<file path="config.mk">
export PLATFORM = sky130hd
export DESIGN_NAME = bcd_to_bin
export DESIGN_NICKNAME = d
export VERILOG_FILES = /design/src/rtl/bcd_to_bin.sv
export SDC_FILE = /design/constraint.sdc
export NUM_CORES = 1
export LEC_CHECK = 0
export CAP_MARGIN = 20
export CELL_PAD_IN_SITES_DETAIL_PLACEMENT = 1
export CELL_PAD_IN_SITES_GLOBAL_PLACEMENT = 1
export CORE_UTILIZATION = 41
export CTS_CLUSTER_DIAMETER = 50
export DETAILED_ROUTE_END_ITERATION = 16
export PLACE_DENSITY_LB_ADDON = 0.15
export SLEW_MARGIN = 25
export SYNTH_ARGS = -nofsm -noshare
export SYNTH_HDL_FRONTEND = slang
export SYNTH_SLANG_ARGS = --single-unit
</file>
<file path="constraint.sdc">
create_clock -name clk -period 2.5 [get_ports clk]
set_clock_uncertainty 0.05 [all_clocks]
set_input_delay 0.25 -clock clk [delete_from_list [all_inputs] [get_ports clk]]
set_output_delay 0.25 -clock clk [all_outputs]
set_load 0.01 [all_outputs]
</file>
<file path="src/rtl/bcd_to_bin.sv">
// bcd_to_bin: sequential sign + 3-digit BCD to N-bit two's-complement converter
// using reverse double dabble (shift right, subtract 3 from any digit >= 8).
// Optional build macro BCD_TO_BIN_SATURATE_EN: saturate the result on overflow
// instead of wrapping to the low N bits.
module bcd_to_bin #(
  parameter int unsigned N = 8
) (
  input  logic         clk,
  input  logic         rst,
  input  logic         start,
  input  logic         sign,
  input  logic [3:0]   hundreds,
  input  logic [3:0]   tens,
  input  logic [3:0]   ones,
  output logic [N-1:0] binary,
  output logic         busy,
  output logic         data_ready,
  output logic         invalid,
  output logic         overflow
);

  localparam int unsigned BCD_W  = 12;
  localparam int unsigned MAG_W  = 10;
  localparam int unsigned CNT_W  = 4;
  localparam int unsigned CMP_W  = 17;
  localparam int unsigned ITERS  = 10;

  localparam logic [CMP_W-1:0] LIM_POS = CMP_W'((64'd1 << (N - 1)) - 64'd1);
  localparam logic [CMP_W-1:0] LIM_NEG = CMP_W'(64'd1 << (N - 1));
  localparam logic [N-1:0]     SAT_POS = {1'b0, {(N - 1){1'b1}}};
  localparam logic [N-1:0]     SAT_NEG = {1'b1, {(N - 1){1'b0}}};

  typedef enum logic [1:0] {
    IDLE   = 2'd0,
    WORK   = 2'd1,
    FINISH = 2'd2,
    DONE   = 2'd3
  } state_t;

  state_t             state_q, state_d;
  logic [BCD_W-1:0]   bcd_q, bcd_d;
  logic [MAG_W-1:0]   mag_q, mag_d;
  logic [CNT_W-1:0]   cnt_q, cnt_d;
  logic               sign_q, sign_d;
  logic [N-1:0]       binary_d;
  logic               busy_d, ready_d, invalid_d, overflow_d;

  logic [BCD_W+MAG_W-1:0] shifted;
  logic [BCD_W-1:0]       bcd_adj;
  logic [MAG_W-1:0]       mag_shift;
  logic [N-1:0]           mag_n;
  logic [N-1:0]           wrap_val;
  logic                   mag_over;
  logic                   digit_bad;

  // One reverse double dabble step: shift right, then correct each digit >= 8
  always_comb begin
    shifted   = {bcd_q, mag_q} >> 1;
    bcd_adj   = shifted[BCD_W+MAG_W-1:MAG_W];
    mag_shift = shifted[MAG_W-1:0];
    for (int i = 0; i < 3; i++) begin
      if (bcd_adj[4*i +: 4] >= 4'd8) begin
        bcd_adj[4*i +: 4] = bcd_adj[4*i +: 4] - 4'd3;
      end
    end
  end

  // Result formatting: range check against the signed limit and N-bit negation
  always_comb begin
    mag_n     = N'(mag_q);
    wrap_val  = sign_q ? (~mag_n + N'(1)) : mag_n;
    mag_over  = sign_q ? (CMP_W'(mag_q) > LIM_NEG) : (CMP_W'(mag_q) > LIM_POS);
    digit_bad = (hundreds > 4'd9) || (tens > 4'd9) || (ones > 4'd9);
  end

  // Next-state and next-output logic
  always_comb begin
    state_d    = state_q;
    bcd_d      = bcd_q;
    mag_d      = mag_q;
    cnt_d      = cnt_q;
    sign_d     = sign_q;
    binary_d   = binary;
    invalid_d  = invalid;
    overflow_d = overflow;
    busy_d     = (state_q == WORK) || (state_q == FINISH);
    ready_d    = (state_q == DONE);

    case (state_q)
      IDLE, DONE: begin
        if (start) begin
          bcd_d      = {hundreds, tens, ones};
          sign_d     = sign;
          mag_d      = '0;
          cnt_d      = CNT_W'(ITERS);
          ready_d    = 1'b0;
          invalid_d  = 1'b0;
          overflow_d = 1'b0;
          if (digit_bad) begin
            state_d   = DONE;
            invalid_d = 1'b1;
            binary_d  = '0;
          end else begin
            state_d = WORK;
          end
        end
      end
      WORK: begin
        bcd_d = bcd_adj;
        mag_d = mag_shift;
        cnt_d = cnt_q - CNT_W'(1);
        if (cnt_q == CNT_W'(1)) begin
          state_d = FINISH;
        end
      end
      FINISH: begin
        state_d    = DONE;
        overflow_d = mag_over;
        if (mag_over) begin
`ifdef BCD_TO_BIN_SATURATE_EN
          binary_d = sign_q ? SAT_NEG : SAT_POS;
`else
          binary_d = wrap_val;
`endif
        end else begin
          binary_d = wrap_val;
        end
      end
      default: state_d = IDLE;
    endcase
  end

  // State, datapath and registered outputs
  always_ff @(posedge clk) begin
    if (rst) begin
      state_q    <= IDLE;
      bcd_q      <= '0;
      mag_q      <= '0;
      cnt_q      <= '0;
      sign_q     <= 1'b0;
      binary     <= '0;
      busy       <= 1'b0;
      data_ready <= 1'b0;
      invalid    <= 1'b0;
      overflow   <= 1'b0;
    end else begin
      state_q    <= state_d;
      bcd_q      <= bcd_d;
      mag_q      <= mag_d;
      cnt_q      <= cnt_d;
      sign_q     <= sign_d;
      binary     <= binary_d;
      busy       <= busy_d;
      data_ready <= ready_d;
      invalid    <= invalid_d;
      overflow   <= overflow_d;
    end
  end

endmodule

</file>
==> results of run 1 <==
[cell usage in the layout (no fill, tap or decap), types with 10 or more instances in the layout]
master,n
nor2_1,36
dfxtp_1,41
a211oi_1,12
a22oi_1,11
ha_1,12
clkdlybuf4s50_1,27
inv_1,14
a21oi_1,14
mux2i_1,10
[final timing paths]
| path | start | endpoint | slack [ns] | cells after the start |
|---|---|---|---|---|
| max | state_q[0] | cnt_q[1] | 0.40 | 5 |
| min | binary[3] | binary[3] | 0.42 | 1 |
| max reg2reg | state_q[0] | cnt_q[1] | 0.40 | 5 |
| min reg2reg | binary[3] | binary[3] | 0.42 | 1 |
[worst reg2reg max path, delay by kind of cell, from the launching register on]
family / cells / cell delay (ns)
buffers and inverters: 1 / 0.09
flip-flops: 1 / 0.41
AND/OR/NAND/NOR: 2 / 0.73
adder cells (fa/ha/maj): 1 / 0.48
AO/OA/AOI/OAI: 1 / 0.18
[final cells by class]
| class | count | share of cell area (%) |
|---|---|---|
| repair buffers | 32 | 12.21 |
| multi-input cells | 160 | 45.06 |
| inverters | 14 | 2.084 |
| well taps | 67 | 3.325 |
| flip-flops and latches | 41 | 32.56 |
| clock buffers | 6 | 3.275 |
| clock inverters | 2 | 1.489 |
[power by group through the flow]
stage / logic, W / clock network, W / registers (W)
after floorplan: 0.000748 / 0 / 0.000888
after global placement: 0.000953 / 0 / 0.000906
after detailed placement: 0.000965 / 0 / 0.000912
after CTS: 0.000978 / 0.000576 / 0.000896
after global routing: 0.00109 / 0.000605 / 0.000915
final: 0.000964 / 0.000560 / 0.000892
[synth_stat cells, drive strengths merged, types with 2 or more instances]
library cell  count
o41ai             2
nor2b             5
dfxtp            41
a22oi            11
xnor2             6
buf               7
clkbuf            4
nand2b            2
o31ai             2
nor3              2
o21ai             8
a21oi            15
a211o             2
mux2i            11
xor2              4
o2bb2ai           7
nor2             37
a211oi           12
ha               12
nand2             7
inv              14
[logic make-up after synthesis]
kind of cell	count (synthesis)	synth area share, %
adder cells (fa/ha/maj)	12	7.273
flip-flops	41	39.76
XOR/XNOR	10	4.242
AO/OA/AOI/OAI	64	22.73
AND/OR/NAND/NOR	63	14.85
multiplexers	11	5.940
buffers and inverters	25	5.211
[registers in the layout (all words and copies together) (netlist names)]
register    flops
bcd_q          12
mag_q          10
binary          8
cnt_q           4
state_q         2
busy            1
data_ready      1
invalid         1
overflow        1
sign_q          1
[per-layer routing]
layer,vias to the layer above,track usage (%)
met5,-,0
met1,776,25.30
li1,852,-
met3,6,3.729
met2,24,32.29
met4,0,5.229
[metrics by stage]
stage          area [µm²]  total power, W  hold slack [ns]  instances  util, %
3_5_place_dp         2401        0.001876           0.3972        314    50.17
4_1_cts              2521        0.002449           0.4203        322    52.68
3_3_place_gp         2401        0.001859           0.3945        314    50.17
6_report             2521        0.002416           0.4179        322    52.68
5_1_grt              2521        0.002611           0.4438        322    52.68
2_1_floorplan        2064        0.001635           0.2761        226        -
==> impl_metrics.toml, run 1 <==
[logic_synthesis]
ys_types = 44
synth_top_area_share_pct = 39.76
netlist_area_mm2 = 0.002064
synthesis.nets = 254
synth_top_area_cell = "dfxtp_1"
synth_edf_count = 0
synthArstFlopShare_pct = 0
synth.yosys.seq_area_share_pct = 39.76
synthTopCellsByArea = "dfxtp_1 (40%), ha_1 (7.3%), nor2_1 (6.5%), mux2i_1 (4.8%), a211oi_1 (4.4%)"
synthFlopType = "dfxtp_1"
syn_avg_cell_area_um2 = 9.135
netlist_instances = 226
synth_seq_cells = 41
yosys_warnings = 0

[global_route]
grt_pass1_vias = 1611
antenna_found_initial = 0
grt_max_degree = 29
grt_usage_pct = 19.27
grt_overflow = 0
grt_pass1_wl_um = 7852

[power]
pwr-share-clk_pct = 23.2
swShare_pct = 37.53
power_switching_w = 0.0009068
p_comb_share_pct = 39.9
leakage_nw = 0.9066
sequentialPowerShare_pct = 36.9
power.internal_w = 0.001509
powerDensity_mw_per_mm2 = 958.3
ir_worst_vdd_mv = 0.4471

[worst_setup_path]
crit_family = "simple AND/OR/NAND/NOR gates"
worstPathMaxFanout = 12
arrival_ns = 2.18
cp_cell_sequence = "inv_1 > ha_1 > nor2_2 > nor2_1 > a221oi_1"
cpPeakStageDelay_ns = 0.61
worst-path-buf-inv = 1
path_class = "reg2reg"
cp-start-kind = "flop"
crit_required_ns = 2.58
worstSetupEndpointType = "flop"
slowest_stage = "nor2_1"

[timing]
rsz0062_at_grt = "no"
final.setup.tns_ns = 0
setup_violations = 0
fin_crit_ns = 2.104
post-route-period-util_pct = 84.17
drv_slew = 0
fmax_ghz = 0.4752
finalHoldViolations = 0
worst_slack_ns = 0.3958
tightest_slew_ns = 0.7781
slew_headroom_pct = 47.94

[cts]
cts_made_buffers = 5
clock_path_buffers = 2
insertion_delay_ns = 0.29
clock_sinks = 41
htreeDepth = 2
cts_hold_buf = 0
cts-resized-gates = 0
clkTransAtPathRegs_ns = 0.08
cts-root-buf = "clkbuf_8"
postCtsSetupBuffers = 0
cts_tree = "built"

[layout]
multi_input_area_mm2 = 0.001136
drive_gt1_share_pct = 8.235
n_antenna_cell = 0
fillers = 562
nets = 282
seq_area_um2 = 820.8
syn2layout_area_growth_pct = 22.12

[worst_hold_path]
min_path_type = "reg2reg"

[route]
dr_wl_met3_um = 99
viasPerCell = 5.149
first_pass_iters = 5
final_antenna_net_count = 0
post-route-drc-count = 0
highest_layer = "met4"
wirelength_met1_um = 2174
finalWirelength_um = 4504
met2WireLength_um = 2184
vias = 1658
drtIter0Drc = 39
wire_per_inst_um = 13.99

[placement]
io_buffers = 27
gp_congestion = 0.7528
pre_cts_ws_ns = 0.3537
dpl.hpwl_um = 3267

[die]
io_pins = 28
fp.dieW_um = 72.96
core-area_mm2 = 0.004786
die_h_um = 72.96
dieArea_mm2 = 0.005323
row_count = 25
initial_core_util_pct = 43.14

[outcome]
status = "complete, no violations"

[flow_run]
drv_cap = 0
(Power assumes the default switching activity.)
==> run 2: changes to the inputs <==
- CORE_UTILIZATION: 41 -> 37
- clock period: 2.5 -> 1.7 ns (I/O delays scaled with it)
==> run 2 against run 1 <==
Final area up 12%. Highest routed layer unchanged. Clock-buffer cell count is the same. Sequential power is 47% higher. Worst setup slack got worse by 0.38 ns. Largest cell class unchanged.
==> impl_metrics.toml, run 2 (synthesis gave the netlist of run 1 again) <==
[worst_setup_path]
cp_cell_sequence = "inv_2 > ha_4 > mux2i_4 > buf_12 > clkbuf_16 > a211o_1 > a21oi_1"
cpPeakStageDelay_ns = 0.35
cp_num_cells = 7
crit_family = "compound AO/OA/AOI/OAI gates"
worstSetupEndpointType = "flop"
worstPathMaxFanout = 7
path_class = "reg2reg"
slowest_stage = "dfxtp_2"
arrival_ns = 1.86
cp-start-kind = "flop"
rrSetupSlack_ns = 0.02
crit_required_ns = 1.88
reg2reg_depth = 7
worst-path-buf-inv = 3

[power]
powerDensity_mw_per_mm2 = 1547
ir_worst_vdd_mv = 0.6655
leakage_nw = 1.056

[timing]
setup_violations = 0
fmax_ghz = 0.5946
post-route-period-util_pct = 98.93
fin_crit_ns = 1.682
hold_slack_ns = 0.4080
tightest_slew_ns = 0.4994
finalHoldViolations = 0
drv_slew = 0
slew_headroom_pct = 66.36

[die]
fp.dieW_um = 76.70
initial_core_util_pct = 39.42
die_h_um = 76.70
row_count = 26
core-area_mm2 = 0.005238
io_pins = 28
dieArea_mm2 = 0.005882

[flow_run]
drv_cap = 0

[route]
finalWirelength_um = 5488
final_antenna_net_count = 0
drtIter0Drc = 61
viasPerCell = 5.175
wire_per_inst_um = 15.77
post-route-drc-count = 0
first_pass_iters = 4
vias = 1801

[cts]
htreeDepth = 2
clock_path_buffers = 2
cts_tree = "built"
clock_sinks = 41
cts-root-buf = "clkbuf_8"
cts_made_buffers = 5
clkTransAtPathRegs_ns = 0.09
insertion_delay_ns = 0.30

[placement]
placed_cell_area_mm2 = 0.002525
dpl.hpwl_um = 3429
io_buffers = 27
gp_congestion = 0.7342

[layout]
final_area_mm2 = 0.002830
final_cell_mix = "dfxtp_1 (39), nor2_1 (35), clkdlybuf4s50_1 (27), buf_4 (20), a21oi_1 (13)"
final_common_cell = "dfxtp_1"
nets = 305
regMostFlops = "bcd_q"
syn2layout_area_growth_pct = 37.09
n_antenna_cell = 0
drive_gt1_share_pct = 19.06
reg_top3 = "bcd_q: 12 flops, mag_q: 10 flops, binary: 8 flops"
largest_reg_flops = 12
fillers = 595

[global_route]
grt_pass1_vias = 1778
grt_max_degree = 29
grt_usage_pct = 17.63
antenna_found_initial = 0
grt_overflow = 0
grt_pass1_wl_um = 8307

[worst_hold_path]
min_path_type = "in2reg"
min_delay_path_depth = 3

[outcome]
status = "complete, no violations"
run 2: cell types whose count changed in the layout (fill, tap and decap cells not counted), sizes merged:
cell and change:
buf +21, clkbuf +2
run 2: through the flow:
step	std cells	setup WS [ns]	utilization (%)	TNS, ns	power, W
6_report	348	0.01821	54.04	0	0.004378
5_1_grt	348	-0.03023	54.04	-0.1040	0.004660
4_1_cts	338	0.0005080	50.69	0	0.003844
3_5_place_dp	329	-0.1444	48.21	-2.492	0.002965
3_3_place_gp	329	-0.1176	48.21	-2.100	0.002921
2_1_floorplan	226	0.07868	-	0	0.002442
run 2: final cells by class:
cell class | instances | area [µm²] | area share, %
clock buffer | 6 | 82.58 | 2.918
tap | 70 | 87.58 | 3.095
sequential | 41 | 823.3 | 29.09
timing repair buffer | 55 | 564.3 | 19.94
clock inverter | 2 | 37.54 | 1.326
multi-input combinational | 160 | 1180 | 41.69
inverter | 14 | 55.05 | 1.945
run 2: what timing repair did:
item	CTS	global route
buffers inserted	1	8
hold buffers	0	0
resized for setup	1	14
setup endpoints to repair	13	30
cloned	0	3
pin swaps	1	5
run 2: power breakdown:
part / internal (W) / switching, W
logic: 0.00114 / 0.00108
clock network: 0.000478 / 0.000367
registers: 0.00115 / 0.000166
total: 0.00277 / 0.00161
run 2: worst min-delay path, stage by stage:
cell	delay, ns
clkdlybuf4s50_1	0.43
nand2_1	0.07
a21oi_1	0.05
run 2: path summary, 6_finish.rpt:
check | from | endpoint
max | state_q[0] | bcd_q[6]
min reg2reg | binary[2] | binary[2]
max reg2reg | state_q[0] | bcd_q[6]
min | sign | sign_q
run 2: routing by layer:
layer	vias up	wire length, µm	global-route usage (%)
li1	899	-	-
met3	6	137	3.929
met5	-	0	0
met4	0	55	5.962
met1	862	2569	22.14
met2	34	2726	29.55
==> run 3: changes to the inputs <==
- CORE_UTILIZATION: 37 -> 25
- clock period: 1.7 -> 2.19 ns (I/O delays scaled with it)
==> run 3 against run 2 <==
Fmax fell by 13%. Die area rose by 47%. Largest cell class unchanged. Sequential power shrank 22%. Critical path type unchanged.
==> impl_metrics.toml, run 3 (synthesis gave the netlist of run 1 again) <==
[outcome]
status = "complete, no violations"

[layout]
drive_gt1_share_pct = 10.73
n_antenna_cell = 0
syn2layout_area_growth_pct = 27.15
largest_reg_flops = 12
final_common_cell = "dfxtp_1"
final_cell_mix = "dfxtp_1 (41), nor2_1 (35), clkdlybuf4s50_1 (27), inv_1 (14), a21oi_1 (14)"
fillers = 954
nets = 288
regMostFlops = "bcd_q"
reg_top3 = "bcd_q: 12 flops, mag_q: 10 flops, binary: 8 flops"
final_area_mm2 = 0.002625

[cts]
cts_made_buffers = 5
cts_hold_buf = 0
clock_path_buffers = 2
htreeDepth = 2
cts-root-buf = "clkbuf_8"
clkTransAtPathRegs_ns = 0.09
insertion_delay_ns = 0.29
cts_tree = "built"
clock_sinks = 41
postCtsSetupBuffers = 0

[die]
io_pins = 28
row_count = 32
initial_core_util_pct = 26.31
die_h_um = 92.88
core-area_mm2 = 0.007848
fp.dieW_um = 92.88
dieArea_mm2 = 0.008626

[worst_setup_path]
worst-path-buf-inv = 2
reg2reg_to = "binary[1]"
cp-start-kind = "flop"
rrSetupSlack_ns = 0.25
crit_required_ns = 2.37
cpPeakStageDelay_ns = 0.43
arrival_ns = 2.12
path_class = "reg2reg"
cp_cell_sequence = "inv_1 > ha_1 > buf_4 > or2_1 > nand4_1 > o2bb2ai_1"
crit_start = "state_q[0]"
slowest_stage = "ha_1"
reg2reg_depth = 6
cp_num_cells = 6
crit_family = "simple AND/OR/NAND/NOR gates"
reg2reg_from = "state_q[0]"
crit_end = "binary[1]"
worstPathMaxFanout = 7
worstSetupEndpointType = "flop"

[power]
leakage_nw = 0.9397
ir_worst_vdd_mv = 0.3742
power.total_w = 0.002836
power_switching_w = 0.001065
powerDensity_mw_per_mm2 = 1081
pwr-share-clk_pct = 22.9
sequentialPowerShare_pct = 36.1
power.internal_w = 0.001771
p_comb_share_pct = 41.0
swShare_pct = 37.56

[route]
drtIter0Drc = 39
viasPerCell = 4.656
finalWirelength_um = 4890
wire_per_inst_um = 13.47
final_antenna_net_count = 0
vias = 1690
post-route-drc-count = 0
first_pass_iters = 4

[timing]
slew_headroom_pct = 65.84
drv_slew = 0
fmax_ghz = 0.5154
final.setup.tns_ns = 0
tightest_slew_ns = 0.5119
post-route-period-util_pct = 88.59
fin_crit_ns = 1.940
worst_slack_ns = 0.2499
setup_violations = 0
finalHoldViolations = 0
rsz0062_at_grt = "no"

[placement]
pre_cts_ws_ns = 0.1457
dpl.hpwl_um = 3505
gp_congestion = 0.6931
placed_cell_area_mm2 = 0.002502
io_buffers = 27

[global_route]
grt_overflow = 0
grt_max_degree = 29
grt_pass1_wl_um = 8631
grt_pass1_vias = 1748
antenna_found_initial = 0
grt_usage_pct = 12.75

[flow_run]
drv_cap = 0

[worst_hold_path]
min_path_type = "reg2reg"
## run 3: layout make-up
class	count	area (µm²)	share of cell area, %
clock buffers	6	82.58	3.146
clock inverters	2	37.54	1.430
inverters	14	52.55	2.002
multi-input cells	160	1139	43.37
flip-flops and latches	41	820.8	31.27
well taps	102	127.6	4.862
repair buffers	38	365.4	13.92
## run 3: worst min-delay path by stage
| stage | from | end | slack (ns) | cells past startpoint |
|---|---|---|---|---|
| finish | binary[5] | binary[5] | 0.42 | 1 |
| global route | binary[2] | binary[2] | 0.43 | 1 |
| CTS | binary[2] | binary[2] | 0.42 | 1 |
| detailed placement | binary[4] | binary[4] | 0.40 | 1 |
| global placement | binary[5] | binary[5] | 0.40 | 1 |
| floorplan | start | data_ready | 0.25 | 1 |
## run 3: timing repair
| action | 4_1_cts | 5_1_grt |
|---|---|---|
| endpoints found under the setup margin | 0 | 10 |
| resized for setup | 0 | 1 |
| hold endpoints to repair | 0 | 0 |
## run 3: routing by layer
layer	vias up	global-route usage, %	share of wire, %
met5	-	0	0
met4	0	4.231	1.4
met3	5	2.709	3.6
met2	27	21.02	44
met1	795	16.43	51
li1	863	-	-
## run 3: power groups by stage
stage          Clock, W  Combinational (W)  Sequential (W)
5_1_grt        0.000718            0.00132         0.00105
6_report       0.000650            0.00116         0.00102
3_3_place_gp          0            0.00116         0.00104
2_1_floorplan         0           0.000853         0.00101
4_1_cts        0.000677            0.00118         0.00103
3_5_place_dp          0            0.00118         0.00104
## run 3: per-stage QoR
stage	hold slack, ns	utilization, %	std cells
finish	0.4166	33.45	363
global route	0.4282	33.45	363
detailed placement	0.4007	31.89	355
CTS	0.4240	33.42	363
global placement	0.3964	31.89	355
floorplan	0.2451	-	226
